==> src/rtl/apb_exe_bank.sv <==
// apb_exe_bank: APB slave front end for N_CH execution-unit channels (operands, control, status, result, irq); ports: APB slave i_P*/o_P*, per-channel flattened o_oper/o_argA/o_argB/o_start out, i_result/i_status in, o_irq out
module apb_exe_bank #(
  parameter int DATA_WIDTH  = 16,
  parameter int ADDR_WIDTH  = 16,
  parameter int N_CH        = 4,
  parameter int EXE_LATENCY = 2,
  parameter int STAT_WIDTH  = 4
) (
  input  logic                       i_PCLK,
  input  logic                       i_PRESET,
  input  logic [ADDR_WIDTH-1:0]      i_PADDR,
  input  logic                       i_PSEL,
  input  logic                       i_PENABLE,
  input  logic                       i_PWRITE,
  input  logic [DATA_WIDTH-1:0]      i_PWDATA,
  output logic                       o_PREADY,
  output logic [DATA_WIDTH-1:0]      o_PRDATA,
  output logic                       o_PSLVERR,
  output logic [N_CH*DATA_WIDTH-1:0] o_oper,
  output logic [N_CH*DATA_WIDTH-1:0] o_argA,
  output logic [N_CH*DATA_WIDTH-1:0] o_argB,
  output logic [N_CH-1:0]            o_start,
  input  logic [N_CH*DATA_WIDTH-1:0] i_result,
  input  logic [N_CH*STAT_WIDTH-1:0] i_status,
  output logic                       o_irq
);
  localparam int CW = N_CH > 1 ? $clog2(N_CH) : 1;
  localparam int NW = $clog2(EXE_LATENCY + 1);
  localparam int AW = ADDR_WIDTH - 3;
  typedef enum logic {IDLE, RESP} state_t;
  state_t state_q, state_d;
  logic pready_q, pready_d, pslverr_q, pslverr_d, irq_q;
  logic [DATA_WIDTH-1:0] prdata_q, prdata_d, rd;
  logic [DATA_WIDTH-1:0] oper_q [N_CH];
  logic [DATA_WIDTH-1:0] oper_d [N_CH];
  logic [DATA_WIDTH-1:0] arga_q [N_CH];
  logic [DATA_WIDTH-1:0] arga_d [N_CH];
  logic [DATA_WIDTH-1:0] argb_q [N_CH];
  logic [DATA_WIDTH-1:0] argb_d [N_CH];
  logic [DATA_WIDTH-1:0] res_q [N_CH];
  logic [DATA_WIDTH-1:0] res_d [N_CH];
  logic [STAT_WIDTH-1:0] stat_q [N_CH];
  logic [STAT_WIDTH-1:0] stat_d [N_CH];
  logic [NW-1:0] cnt_q [N_CH];
  logic [NW-1:0] cnt_d [N_CH];
  logic [N_CH-1:0] busy_q, busy_d, done_q, done_d, irq_en_q, irq_en_d, start_q, start_d;
  logic [AW-1:0] ch;
  logic [CW-1:0] ci;
  logic [2:0] off;
  logic acc, ch_ok, bsy, err;
  assign ch = i_PADDR[ADDR_WIDTH-1:3];
  assign ci = ch[CW-1:0];
  assign off = i_PADDR[2:0];
  assign acc = state_q == IDLE && i_PSEL && i_PENABLE;
  assign ch_ok = ch < AW'(N_CH);
  assign bsy = ch_ok && busy_q[ci];
  // a CTRL write that only touches irq_en is allowed while busy; one that requests a start is not
  assign err = !ch_ok || off > 3'd5 ||
               (i_PWRITE && (off >= 3'd4 || (bsy && (off != 3'd3 || i_PWDATA[0]))));
  assign rd = off == 3'd0 ? oper_q[ci] :
              off == 3'd1 ? arga_q[ci] :
              off == 3'd2 ? argb_q[ci] :
              off == 3'd3 ? DATA_WIDTH'({irq_en_q[ci], 1'b0}) :
              off == 3'd4 ? DATA_WIDTH'({stat_q[ci], done_q[ci], busy_q[ci]}) : res_q[ci];
  always_comb begin
    state_d = acc ? RESP : IDLE;
    pready_d = acc;
    pslverr_d = acc && err;
    prdata_d = acc && !err && !i_PWRITE ? rd : '0;
    oper_d = oper_q;
    arga_d = arga_q;
    argb_d = argb_q;
    res_d = res_q;
    stat_d = stat_q;
    cnt_d = cnt_q;
    busy_d = busy_q;
    done_d = done_q;
    irq_en_d = irq_en_q;
    start_d = '0;
    if (acc && !err && i_PWRITE) begin
      if (off == 3'd0) oper_d[ci] = i_PWDATA;
      if (off == 3'd1) arga_d[ci] = i_PWDATA;
      if (off == 3'd2) argb_d[ci] = i_PWDATA;
      if (off == 3'd3) begin
        irq_en_d[ci] = i_PWDATA[1];
        if (i_PWDATA[0]) begin
          start_d[ci] = 1'b1;
          busy_d[ci] = 1'b1;
          done_d[ci] = 1'b0;
          cnt_d[ci] = NW'(EXE_LATENCY);
        end
      end
    end
    if (acc && !err && !i_PWRITE && off == 3'd5) done_d[ci] = 1'b0;
    // completion is evaluated last so it overrides a RESULT read clearing done on the same edge
    for (int c = 0; c < N_CH; c++)
      if (busy_q[c]) begin
        cnt_d[c] = cnt_q[c] - NW'(1);
        if (cnt_q[c] == NW'(1)) begin
          busy_d[c] = 1'b0;
          done_d[c] = 1'b1;
          res_d[c] = i_result[c*DATA_WIDTH +: DATA_WIDTH];
          stat_d[c] = i_status[c*STAT_WIDTH +: STAT_WIDTH];
        end
      end
  end
  always_ff @(posedge i_PCLK) begin
    if (i_PRESET) begin
      state_q <= IDLE;
      pready_q <= 1'b0;
      pslverr_q <= 1'b0;
      prdata_q <= '0;
      oper_q <= '{default: '0};
      arga_q <= '{default: '0};
      argb_q <= '{default: '0};
      res_q <= '{default: '0};
      stat_q <= '{default: '0};
      cnt_q <= '{default: '0};
      busy_q <= '0;
      done_q <= '0;
      irq_en_q <= '0;
      start_q <= '0;
      irq_q <= 1'b0;
    end else begin
      state_q <= state_d;
      pready_q <= pready_d;
      pslverr_q <= pslverr_d;
      prdata_q <= prdata_d;
      oper_q <= oper_d;
      arga_q <= arga_d;
      argb_q <= argb_d;
      res_q <= res_d;
      stat_q <= stat_d;
      cnt_q <= cnt_d;
      busy_q <= busy_d;
      done_q <= done_d;
      irq_en_q <= irq_en_d;
      start_q <= start_d;
      irq_q <= |(done_q & irq_en_q);
    end
  end
  for (genvar g = 0; g < N_CH; g++) begin : g_ch
    assign o_oper[g*DATA_WIDTH +: DATA_WIDTH] = oper_q[g];
    assign o_argA[g*DATA_WIDTH +: DATA_WIDTH] = arga_q[g];
    assign o_argB[g*DATA_WIDTH +: DATA_WIDTH] = argb_q[g];
  end
  assign o_start = start_q;
  assign o_PREADY = pready_q;
  assign o_PRDATA = prdata_q;
  assign o_PSLVERR = pslverr_q;
  assign o_irq = irq_q;
endmodule

==> config.mk <==
export PLATFORM = sky130hd
export DESIGN_NAME = apb_exe_bank
export DESIGN_NICKNAME = d
export VERILOG_FILES = /design/src/rtl/apb_exe_bank.sv
export SDC_FILE = /design/constraint.sdc
export NUM_CORES = 1
export LEC_CHECK = 0
export BUFFER_PORTS_ARGS = -buffer_cell sky130_fd_sc_hd__buf_2
export CAP_MARGIN = 20
export CORE_ASPECT_RATIO = 0.75
export CORE_MARGIN = 2
export CORE_UTILIZATION = 30
export CTS_CLUSTER_DIAMETER = 50
export DETAILED_ROUTE_END_ITERATION = 12
export HOLD_SLACK_MARGIN = 0.03
export SKIP_CTS_REPAIR_TIMING = 1
export SYNTH_ARGS = -nofsm -noshare
export SYNTH_HDL_FRONTEND = slang
export SYNTH_SLANG_ARGS = --single-unit
==> constraint.sdc <==
create_clock -name i_PCLK -period 2.7 [get_ports i_PCLK]
set_input_delay 0.27 -clock i_PCLK [delete_from_list [all_inputs] [get_ports i_PCLK]]
set_output_delay 0.27 -clock i_PCLK [all_outputs]
set_load 0.01 [all_outputs]
## Word level (Yosys, flattened, before mapping)

Cells that the tools add are included.

| word-level totals | value |
|---|---|
| bits in writable memories | 0 |
| logic and storage cells | 182 |
| memories kept | 0 |
| output and inout bits | 215 |
| ROM bits | 0 |
| latch bits | 0 |
| flip-flop bits (word level) | 316 |
| bits of input ports | 117 |

| operators by class | value |
|---|---|
| eq/ne operators | 10 |
| divide/modulo/power cells | 0 |
| mux-type cells | 67 |
| $mul | 0 |
| reductions and logical operators | 47 |
| shift-type cells | 0 |
| add/sub/neg operators | 4 |
| $lt $le $gt $ge | 7 |
| bitwise gates (word level) | 14 |

Operators with widths:

| operator | number |
|---|---|
| 2-to-1 mux 16 bit | 14 |
| bitwise mux 64 bit | 3 |
| binary-select mux 16 bit (select 2 bit) | 4 |
| 2-to-1 mux 4 bit | 9 |
| demux 16 bit (select 2 bit) | 1 |
| 2-to-1 mux 8 bit | 3 |
| nonzero test 2 bit | 12 |
| 2-to-1 mux 1 bit | 21 |
| AND 4 bit | 4 |
| AND reduction 2 bit | 8 |
| less-than comparator 13 x 3 -> 1 bit, second input constant | 1 |
| logical AND 1 bit | 12 |
| AND reduction 3 bit | 4 |
| 2-to-1 mux 2 bit | 5 |
| binary-select mux 4 bit (select 2 bit) | 1 |
| == test 2 x 1 -> 1 bit, second input constant | 4 |
| inverter 4 bit | 2 |
| bitwise OR 4 bit | 2 |
| OR reduction 4 bit | 2 |
| subtractor 2 x 1 -> 2 bit, second input constant | 4 |
| binary-select mux 1 bit (select 2 bit) | 3 |
| == test 3 x 2 -> 1 bit, second input constant | 2 |
| == test 3 bit, second input constant | 2 |
| greater-or-equal comparator 3 bit, second input constant | 2 |
| 15 further kinds | 24 |

## Longest topological paths before layout

| depth | value |
|---|---|
| depth after elaboration | 15 |
| gate-level depth with buffers | 9 |
| depth with buffers taken out | 5 |

## Least setup slack after synthesis

Ideal clock, no wire load.

| path | value |
|---|---|
| path type | register to register |
| start point | register busy_q[3] |
| end point | register oper_q (netlist bit o_oper[53]) |
| setup slack | 0.275 ns |
| clock period less this slack | 2.425 ns |
| buffers on the path | 3 |
| cell stages (with the launch flop) | 9 |
| arrival time | 2.293 ns |
| path through | dfxtp_1 -> mux4_2 -> a2111o_1 -> buf_6 -> or4_1 -> clkbuf_2 -> buf_6 -> nand2_1 -> a21oi_1 |

| between the ends | value |
|---|---|
| longest elaborated chain between the ends | 11 |

Ends and longest elaborated chain:

| element | RTL line | source |
|---|---|---|
| start: declaration | 46 | `logic [N_CH-1:0] busy_q, busy_d, done_q, done_d, irq_en_q, irq_en_d, start_q, start_d;` |
| start signal: assignment | 135 | `busy_q <= busy_d;` |
| binary-select mux 1 bit (select 2 bit) | 56 | `assign bsy = ch_ok && busy_q[ci];` |
| 2-to-1 mux 1 bit (not written as such) | 56 |  |
| logical AND 1 bit | 56 |  |
| logical AND 1 bit | 59 | `(i_PWRITE && (off >= 3'd4 \|\| (bsy && (off != 3'd3 \|\| i_PWDATA[0]))));` |
| logical OR 1 bit | 59 |  |
| logical AND 1 bit | 59 |  |
| logical OR 1 bit | 58 | `assign err = !ch_ok \|\| off > 3'd5 \|\|` |
| logical NOT 1 bit | 80 | `if (acc && !err && i_PWRITE) begin` |
| logical AND 1 bit (2 in a row) | 80 |  |
| AND reduction 2 bit (no source line) | -- |  |
| end signal: assignment | 129 | `oper_q <= oper_d;` |
| end: declaration | 34 | `logic [DATA_WIDTH-1:0] oper_q [N_CH];` |

Every way passes these cells. The select of a mux whose other input is x is not followed.
A chain may end at the register's enable or synchronous reset.

## Final worst setup path

| path | value |
|---|---|
| start point | register busy_q[1] |
| end point | register argb_q (netlist bit o_argB[38]) |

| between the ends | value |
|---|---|
| longest elaborated chain between the ends | 11 |

Ends and longest elaborated chain:

| element | RTL line | source |
|---|---|---|
| binary-select mux 1 bit (select 2 bit) | 56 |  |
| 2-to-1 mux 1 bit (not written as such) | 56 |  |
| logical AND 1 bit | 56 |  |
| logical AND 1 bit | 59 |  |
| logical OR 1 bit | 59 |  |
| logical AND 1 bit | 59 |  |
| logical OR 1 bit | 58 |  |
| logical NOT 1 bit | 80 |  |
| logical AND 1 bit (2 in a row) | 80 |  |
| AND reduction 2 bit (no source line) | -- |  |
| end signal: assignment | 131 | `argb_q <= argb_d;` |
| end: declaration | 38 | `logic [DATA_WIDTH-1:0] argb_q [N_CH];` |

Every way passes these cells. The select of a mux whose other input is x is not followed.

==> flow_metrics.tcl <==
set metrics [dict create \
    cts_buffer_depth 3 \
    crit_start "busy_q[1]$_SDFF_PP0_" \
    synth-simple-area-share_pct 20.4 \
    holdCritPathClass "in2reg" \
    required_ps 3160 \
    routed_wirelength_um 55200 \
    syn-cell-area_um2 13500 \
    grt_pass1_vias 12492 \
    setup_viol 0 \
    critPathMaxFanout 12 \
    io_pins 332 \
    synth_area_leader_cell "dfxtp_1" \
    final_cells 2539 \
    die_h_um 188 \
    synthesis.instances 1521 \
    diodes 0 \
    placed_area_um2 16100 \
    arrival_ps 3000 \
    ys_async_sr_fraction_pct 0 \
    grt_max_degree 124 \
    rsz0062_at_grt "false" \
    grt-ovfl-total 0 \
    p_leak_nw 7.77 \
    gp_congestion 0.933 \
    yosysWarnings 0 \
    grt_use_total_pct 22.3 \
    synth_compound_area_share_pct 12.7 \
    coreArea_um2 44600 \
    synth_top_area_share_pct 46.6 \
    skew_ps 31.9 \
    synth_top_family_by_area "simple AND/OR/NAND/NOR gates" \
    final_cell_area_um2 18300 \
    drc 0 \
    period_minus_slack_ps 2530 \
    min_delay_worst_endpoint "irq_en_q[3]$_SDFFE_PP0P_" \
    portBuffers 331 \
    dieWidth_um 249 \
    cts_tree "done" \
    peakVddDrop_uv 372 \
    hold_violations 0 \
    tightest_slew_ps 773 \
    netlist_top_cells_area "dfxtp_1, nand2_1, mux4_2" \
    initial_utilization_pct 30.4 \
    first_iter_violations 1055 \
    synth_common_cells "nand2_1, dfxtp_1, a21oi_1" \
    status "finished, final reports clean" \
    synthAdderAreaFrac_pct 0.443 \
    power.density_nw_per_um2 596 \
    final_net_count 2045 \
    tns_ps 0 \
    cp-start-kind "flop" \
    dp_cells 2384 \
    wl_per_cell_um 21.7 \
    syn_avg_cell_area_um2 8.90 \
    min_period_over_period_pct 93.8 \
    numCtsBuffers 40 \
    row_count 67 \
    fmax_ghz 0.395 \
    ys_types 61 \
    syn2layout_area_growth_pct 35.5 \
    ys.flop_type "dfxtp_1" \
    antenna_found_initial 0 \
    seq_area_frac_synth_pct 46.6 \
    num_vias 13361 \
    r2r_start "busy_q[1]$_SDFF_PP0_" \
    yosysMostFrequentCell "nand2_1" \
    max-slew-margin-rel_pct 48.4 \
    ant_nets 0 \
    ys_ff_latch 315 \
    synth_xor_area_share_pct 0 \
    htreeDepth 2 \
    drive_above_1_share_pct 28.7 \
    holdPathStages 2 \
    root_buffer "clkbuf_16" \
    dr.pass1.iters 5 \
    min_from "i_PRESET" \
    timing.rr.end "o_argB[38]$_SDFFE_PP0P_" \
    clock_latency_ps 550 \
    rrSetupSlack_ps 170 \
    path_class "reg2reg" \
    via_per_inst 5.26 \
    clock_sinks 315 \
    cap_violations 0 \
    fin_ws_ps 167 \
    pre_cts_slack_ps 60.1 \
    grt_pass1_wl_um 79400 \
    muxShareOfSynthArea_pct 15.8 \
    reg2reg_depth 7 \
    syn-num-nets 1642 \
    die_area_um2 46900 \
    synth-edff-count 0 \
    slew_viol_final 0 \
    hpwl_um 38100 \
    path_clk_slew_ps 60 \
    crit_path_end_kind "flop" \
]
==> per-layer routing <==
metal	vias up	GRT usage (%)	wire length, µm
met4	0	7.48	1850
met1	6540	30.0	23600
met3	119	4.53	4210
met5	-	0	0
li1	6067	-	-
met2	635	35.7	25500
==> worst max-delay path by stage <==
| stage | slack, ps | to | cells after the start |
|---|---|---|---|
| 2_1_floorplan | 270 | o_oper[53]$_SDFFE_PP0P_ | 8 |
| 3_3_place_gp | 100 | o_argB[12]$_SDFFE_PP0P_ | 8 |
| 3_5_place_dp | 60 | o_argB[15]$_SDFFE_PP0P_ | 8 |
| 4_1_cts | 120 | o_argB[15]$_SDFFE_PP0P_ | 7 |
| 5_1_grt | 30 | o_argB[44]$_SDFFE_PP0P_ | 7 |
| 6_report | 170 | o_argB[38]$_SDFFE_PP0P_ | 7 |
==> worst max-delay path, stage by stage (launching register included) <==
cell      delay, ps
dfxtp_1         390
mux4_2          510
a2111o_1        520
buf_4           240
nor4_4          370
buf_12          200
nand2_1          60
a21oi_1         170
==> cell usage in the layout (no fill, tap or decap), types with 5 or more instances in the layout <==
| cell | count |
|---|---|
| a2111oi_0 | 5 |
| clkbuf_8 | 5 |
| a221oi_1 | 5 |
| dfxtp_1 | 315 |
| a31oi_1 | 7 |
| a221o_1 | 5 |
| a21oi_1 | 236 |
| nand2b_1 | 7 |
| dlygate4sd3_1 | 80 |
| o22ai_1 | 7 |
| inv_1 | 10 |
| nand4_1 | 12 |
| buf_4 | 64 |
| nor4_4 | 8 |
| buf_12 | 13 |
| clkbuf_1 | 5 |
| buf_2 | 328 |
| or4_4 | 5 |
| clkbuf_16 | 41 |
| mux4_2 | 61 |
| nor4_1 | 5 |
| nor2_1 | 94 |
| nor3_1 | 10 |
| nand2_1 | 444 |
| inv_6 | 6 |
| nor3b_1 | 11 |
| nor2b_1 | 5 |
| nand3_1 | 6 |
| bufinv_16 | 5 |
| mux2i_1 | 75 |
==> final cells by class <==
cell class	count	area [µm²]
fill	4436	26300
multi-input combinational	1070	6670
sequential	315	6310
timing repair buffer	486	3200
clock buffer	51	1110
tap	586	733
clock inverter	20	279
inverter	11	41.3
==> sequential cells by signal, indices dropped and copies added, names as in the netlist <==
signal,count
stat_q,16
irq_en_q,4
res_q,64
o_PSLVERR,1
o_start,4
o_PRDATA,16
o_irq,1
o_oper,64
done_q,4
o_argA,64
o_argB,64
state_q,1
cnt_q,8
busy_q,4
==> power by group <==
part	total, W	switching, W	internal, W
Clock	0.00565	0.00221	0.00345
Sequential	0.00465	0.000000599	0.00465
Combinational	0.000626	0.000377	0.000249
==> through the flow <==
step | util, % | hold slack [ps] | power (W)
floorplan | - | 406 | 0.00502
global placement | 36.1 | 439 | 0.00528
detailed placement | 36.1 | 444 | 0.00528
CTS | 39.3 | -65.6 | 0.0109
global route | 41.1 | 77.9 | 0.0113
finish | 41.1 | 75.2 | 0.0109
==> logic make-up after synthesis <==
group,count (synthesis)
fa+ha+maj,5
simple gates,630
buf+inv,136
mux,137
compound gates,298
flops,315
Note: power is estimated with default switching activity, not from simulation.
